<file path="config.mk">
export PLATFORM = sky130hd
export DESIGN_NAME = mem_wr_buffer
export DESIGN_NICKNAME = d
export VERILOG_FILES = /design/src/rtl/mem_wr_buffer.sv
export SDC_FILE = /design/constraint.sdc
export NUM_CORES = 1
export LEC_CHECK = 0
export BUFFER_PORTS_ARGS = -buffer_cell sky130_fd_sc_hd__buf_2
export CORE_UTILIZATION = 42
export DETAILED_ROUTE_END_ITERATION = 12
export PLACE_DENSITY = 0.61
export RECOVER_POWER = 25
export SYNTH_ARGS = -nofsm -noshare
export SYNTH_HDL_FRONTEND = slang
export SYNTH_SLANG_ARGS = --single-unit
</file>
<file path="constraint.sdc">
create_clock -name clk -period 4.9 [get_ports clk]
set_input_delay 0.49 -clock clk [delete_from_list [all_inputs] [get_ports clk]]
set_output_delay 0.49 -clock clk [all_outputs]
set_load 0.02 [all_outputs]
</file>
<file path="src/rtl/mem_wr_buffer.sv">
// rtl/mem_wr_buffer.sv - posted-write buffer with youngest-match read forwarding
// Reads beat queued writes to memory; one memory transaction is in flight at a time.
module mem_wr_buffer #(
  parameter int DEPTH = 4,
  parameter int AW    = 32,
  parameter int DW    = 32
) (
  input  logic                         clk,
  input  logic                         arst_n,
  input  logic                         s_req_rd,
  input  logic [AW-1:0]                s_addr_rd,
  output logic                         s_rd_rdy,
  output logic                         s_rd_valid,
  output logic [DW-1:0]                s_data_rd,
  input  logic                         s_req_wr,
  input  logic [AW-1:0]                s_addr_wr,
  input  logic [DW-1:0]                s_data_wr,
  output logic                         s_wr_rdy,
  output logic                         m_req_rd,
  output logic                         m_req_wr,
  output logic [AW-1:0]                m_addr_rd,
  output logic [AW-1:0]                m_addr_wr,
  output logic [DW-1:0]                m_data_wr,
  input  logic [DW-1:0]                m_data_rd,
  input  logic                         m_data_rdy,
  output logic [$clog2(DEPTH+1)-1:0]   count,
  output logic                         idle
);

  localparam int PW = $clog2(DEPTH);
  localparam int CW = $clog2(DEPTH+1);

  typedef enum logic [1:0] {ST_IDLE, ST_REQ, ST_WAIT_LO, ST_WAIT_HI} state_t;

  state_t          r_state;
  state_t          w_state_nxt;

  logic [AW-1:0]   r_fifo_addr [DEPTH];
  logic [DW-1:0]   r_fifo_data [DEPTH];
  logic [PW-1:0]   r_wr_ptr;
  logic [PW-1:0]   r_rd_ptr;
  logic [CW-1:0]   r_count;

  logic            r_rd_pending;
  logic [AW-1:0]   r_rd_addr;
  logic            r_rd_valid;
  logic [DW-1:0]   r_data_rd;
  logic            r_req_rd;
  logic            r_req_wr;
  logic [AW-1:0]   r_addr_rd;
  logic [AW-1:0]   r_addr_wr;
  logic [DW-1:0]   r_data_wr;
  logic            r_xfer_rd;

  logic            w_wr_acc;
  logic            w_rd_acc;
  logic            w_hit;
  logic [DW-1:0]   w_hit_data;
  logic [PW-1:0]   w_idx;
  logic            w_start_rd;
  logic            w_start_wr;
  logic            w_done;
  logic            w_pop;
  logic            w_rd_done;

  assign w_wr_acc = s_req_wr && (r_count < CW'(DEPTH));
  assign w_rd_acc = s_req_rd && !r_rd_pending;

  // Scan oldest to youngest so the last match wins; an entry pushed this edge is not yet visible.
  always_comb begin
    w_hit      = 1'b0;
    w_hit_data = '0;
    w_idx      = '0;
    for (int i = 0; i < DEPTH; i++) begin
      w_idx = r_rd_ptr + PW'(i);
      if ((CW'(i) < r_count) && (r_fifo_addr[w_idx] == s_addr_rd)) begin
        w_hit      = 1'b1;
        w_hit_data = r_fifo_data[w_idx];
      end
    end
  end

  always_comb begin
    w_state_nxt = r_state;
    w_start_rd  = 1'b0;
    w_start_wr  = 1'b0;
    w_done      = 1'b0;
    case (r_state)
      ST_IDLE: begin
        if (m_data_rdy && r_rd_pending) begin
          w_start_rd  = 1'b1;
          w_state_nxt = ST_REQ;
        end else if (m_data_rdy && (r_count != '0)) begin
          w_start_wr  = 1'b1;
          w_state_nxt = ST_REQ;
        end
      end
      ST_REQ:     w_state_nxt = ST_WAIT_LO;
      ST_WAIT_LO: if (!m_data_rdy) w_state_nxt = ST_WAIT_HI;
      ST_WAIT_HI: begin
        if (m_data_rdy) begin
          w_done      = 1'b1;
          w_state_nxt = ST_IDLE;
        end
      end
      default:    w_state_nxt = ST_IDLE;
    endcase
  end

  assign w_pop     = w_done && !r_xfer_rd;
  assign w_rd_done = w_done && r_xfer_rd;

  always_ff @(posedge clk) begin
    if (w_wr_acc) begin
      r_fifo_addr[r_wr_ptr] <= s_addr_wr;
      r_fifo_data[r_wr_ptr] <= s_data_wr;
    end
  end

  always_ff @(posedge clk or negedge arst_n) begin
    if (!arst_n) begin
      r_state      <= ST_IDLE;
      r_wr_ptr     <= '0;
      r_rd_ptr     <= '0;
      r_count      <= '0;
      r_rd_pending <= 1'b0;
      r_rd_addr    <= '0;
      r_rd_valid   <= 1'b0;
      r_data_rd    <= '0;
      r_req_rd     <= 1'b0;
      r_req_wr     <= 1'b0;
      r_addr_rd    <= '0;
      r_addr_wr    <= '0;
      r_data_wr    <= '0;
      r_xfer_rd    <= 1'b0;
    end else begin
      r_state    <= w_state_nxt;
      r_req_rd   <= w_start_rd;
      r_req_wr   <= w_start_wr;
      r_rd_valid <= 1'b0;

      if (w_start_rd) begin
        r_addr_rd <= r_rd_addr;
        r_xfer_rd <= 1'b1;
      end else if (w_start_wr) begin
        r_addr_wr <= r_fifo_addr[r_rd_ptr];
        r_data_wr <= r_fifo_data[r_rd_ptr];
        r_xfer_rd <= 1'b0;
      end

      if (w_rd_acc && w_hit) begin
        r_rd_valid <= 1'b1;
        r_data_rd  <= w_hit_data;
      end else if (w_rd_acc) begin
        r_rd_pending <= 1'b1;
        r_rd_addr    <= s_addr_rd;
      end else if (w_rd_done) begin
        r_rd_valid   <= 1'b1;
        r_data_rd    <= m_data_rd;
        r_rd_pending <= 1'b0;
      end

      if (w_wr_acc) r_wr_ptr <= r_wr_ptr + PW'(1);
      if (w_pop)    r_rd_ptr <= r_rd_ptr + PW'(1);
      if (w_wr_acc && !w_pop)      r_count <= r_count + CW'(1);
      else if (!w_wr_acc && w_pop) r_count <= r_count - CW'(1);
    end
  end

  assign s_rd_rdy   = !r_rd_pending;
  assign s_wr_rdy   = (r_count < CW'(DEPTH));
  assign s_rd_valid = r_rd_valid;
  assign s_data_rd  = r_data_rd;
  assign m_req_rd   = r_req_rd;
  assign m_req_wr   = r_req_wr;
  assign m_addr_rd  = r_addr_rd;
  assign m_addr_wr  = r_addr_wr;
  assign m_data_wr  = r_data_wr;
  assign count      = r_count;
  assign idle       = (r_count == '0) && !r_rd_pending && (r_state == ST_IDLE);

endmodule

</file>
==> flow_metrics.env <==
export IMPL_ys_top_cells_by_count="edfxtp_1, nor2_1, mux2i_1, dfrtp_1, mux2_2"
export IMPL_synthFlopType="edfxtp_1"
export IMPL_drt_vias_per_instance=5.729
export IMPL_status="finished, violations left"
export IMPL_cts_tree="yes"
export IMPL_period_minus_slack_ps=4552
export IMPL_grt_start_max_net_pins=95
export IMPL_r2r_cells=9
export IMPL_slew_headroom=0.2786
export IMPL_port_buffers=269
export IMPL_cts_num_sinks=430
export IMPL_nets=2319
export IMPL_post_cts_resize_count=0
export IMPL_critical_path_max_stage_delay_ps=790
export IMPL_synth_fa_ha_area_frac=0.006433
export IMPL_grt_pass1_vias=16760
export IMPL_tns_ps=0
export IMPL_drt_drc_violations_left=0
export IMPL_slew_viol_final=0
export IMPL_yosys_warnings=0
export IMPL_arrival_ps=5030
export IMPL_yosys_area_share_simple=0.09204
export IMPL_synth_compound_area_frac=0.1033
export IMPL_end_kind="flip-flop"
export IMPL_finClkSkew_ps=31.11
export IMPL_peakVddDrop_uv=334.2
export IMPL_rows=86
export IMPL_max_freq_mhz=219.7
export IMPL_ant_nets=0
export IMPL_synth_seq_cells=430
export IMPL_final_setup_worst_slack_ps=348.5
export IMPL_crit_slowest_cell="or4b_2"
export IMPL_grt_pass1_wl_mm=104.9
export IMPL_vias=16990
export IMPL_cpLargestDelayFamily="simple AND/OR/NAND/NOR gates"
export IMPL_grt_total_usage=0.2469
export IMPL_clk_insertion_delay_late_ps=600
export IMPL_syn_avg_cell_area_um2=11.85
export IMPL_synthArstFlopShare=0.4047
export IMPL_violations="hold timing"
export IMPL_dpl_worst_slack_ps=352.7
export IMPL_power_density_mw_per_mm2=608.2
export IMPL_synth_xor_area_share=0.04315
export IMPL_antenna_found_initial=4
export IMPL_syn_inst=1969
export IMPL_synth_top_area_frac=0.3293
export IMPL_cts_max_level=2
export IMPL_maxCapViolCount=0
export IMPL_io_pins=270
export IMPL_core_area_mm2=0.05499
export IMPL_wire_per_inst_um=23.77
export IMPL_synth_cell_types=77
export IMPL_clkSlewWorstSetupHoldPaths_ps=60
export IMPL_syn_num_nets=2114
export IMPL_yosysMostFrequentCell="edfxtp_1"
export IMPL_area_growth_pct=15.08
export IMPL_p_leak_uw=0.01030
export IMPL_cts_buffers=49
export IMPL_cts_max_path_buffers=3
export IMPL_synthMuxAreaShare=0.2029
export IMPL_initial_core_util=0.4245
export IMPL_crit_required_ps=5370
export IMPL_critPathBufInv=1
export IMPL_die_w_um=237.7
export IMPL_die_height_um=237.7
export IMPL_firstDrtPassIters=7
export IMPL_worst_path_stages=9
export IMPL_crit_type="flip-flop to flip-flop"
export IMPL_hold_ws_ps=-61.13
export IMPL_synth_top_family_by_area="multiplexers"
export IMPL_place_congestion=0.9333
export IMPL_min_period_over_period=0.9289
export IMPL_worst_pin_slew_ps=1082
export IMPL_grt_overflow=0
export IMPL_hold_viol_final=15
export IMPL_path_max_fanout=52
export IMPL_cpMostUsedCell="or4_1"
export IMPL_yosysSeqAreaShare=0.5159
export IMPL_synth_area_top_cells="edfxtp_1, dfrtp_1, mux2i_1"
export IMPL_dpl_hpwl_mm=49.01
export IMPL_startpoint_type="flip-flop"
export IMPL_final_setup_viol_count=0
export IMPL_postCtsSetupRepairBufs=0
export IMPL_drtIter0Drc=1186
export IMPL_cts_root_buf="clkbuf_16"
export IMPL_path_cells="mux4_1 -> xnor2_1 -> o2111ai_1 -> or4_1 -> or4_1 -> or4b_2 -> buf_12 -> o311a_1 -> o31a_1"
export IMPL_drt_wl_total_mm=70.49
export IMPL_dieArea_mm2=0.05652
export IMPL_ctsHoldBuffers=0
export IMPL_synth_edf_count=256
export IMPL_hold_class="primary input to asynchronous set/reset pin"
export IMPL_yosysTopAreaCell="edfxtp_1"
export IMPL_synth_area_mm2=0.02334
export IMPL_drive_above_1_share=0.2448
export IMPL_rsz0062_at_grt="false"
==> final timing paths <==
| path | start | slack [ps] | endpoint |
|---|---|---|---|
| max in group asynchronous | arst_n | 3640 | m_addr_wr[30]$_DFFE_PN0P_ |
| worst min register to register | m_data_wr[3]$_DFFE_PN0P_ | 480 | m_data_wr[3]$_DFFE_PN0P_ |
| worst max register to register | r_rd_ptr[0]$_DFFE_PN0P_ | 350 | s_data_rd[17]$_DFFE_PN0P_ |
| min in group clk | s_addr_wr[23] | 140 | r_fifo_addr[1][23]$_DFFE_PP_ |
| worst min-delay path | arst_n | -60 | m_addr_wr[16]$_DFFE_PN0P_ |
| worst max-delay path | r_rd_ptr[0]$_DFFE_PN0P_ | 350 | s_data_rd[17]$_DFFE_PN0P_ |
==> per-layer routing <==
metal  track usage  vias up  part of all wire
li1              -     7749                 -
met1        0.3406     8484              0.44
met2        0.3962      635              0.46
met3       0.03751      120             0.066
met4       0.08485        4             0.030
met5             0        -           0.00037
==> power by group <==
group | switching, uW | internal (uW)
combinational | 4390 | 2890
clock | 1500 | 2080
sequential | 599 | 4880
==> registers in the layout, summed over array words and instances, names as in the netlist <==
signal        cells
count             3
m_addr_rd        32
m_addr_wr        32
m_data_wr        32
m_req_rd          1
m_req_wr          1
r_fifo_addr     128
r_fifo_data     128
r_rd_addr        32
r_rd_pending      1
r_rd_ptr          2
r_state           2
r_wr_ptr          2
r_xfer_rd         1
s_data_rd        32
s_rd_valid        1
==> cell families (layout without fill, tap and decap cells) <==
kind of cell	after synthesis	count (layout)
simple gates	463	463
flops	430	430
mux	410	410
compound gates	356	356
buf+inv	183	428
xor+xnor	115	115
fa+ha+maj	12	12
other cells	0	4
==> placed cells by master, fill, tap and decap left out, drive strengths merged, types with 57 or more instances in the layout <==
cell type and count:
clkbuf 127, a21oi 57, mux2 186, xnor2 74, o21ai 105, buf 254, dfrtp 174, edfxtp 256
nor2 194, nand2 129, mux2i 193
==> final cells by class <==
class	count	area, um2
clock buffers	63	1320
multi-input cells	1356	10490
well taps	748	935.9
fillers	4965	28120
flip-flops and latches	430	12050
inverters	19	73.82
diodes	4	10.01
repair buffers	318	1732
clock inverters	28	252.7
==> through the flow <==
step	total power, uW	hold WS, ps	utilization	area [um2]	cells
2_1_floorplan	10580	194.4	-	23340	1969
3_3_place_gp	12660	462.6	0.4612	25360	2871
3_5_place_dp	12800	468.4	0.4612	25360	2871
4_1_cts	16410	39.52	0.4898	26930	2962
5_1_grt	17180	33.80	0.4884	26850	2963
6_report	16340	-61.13	0.4885	26860	2966
No activity file was read; power rests on OpenSTA's default activity.
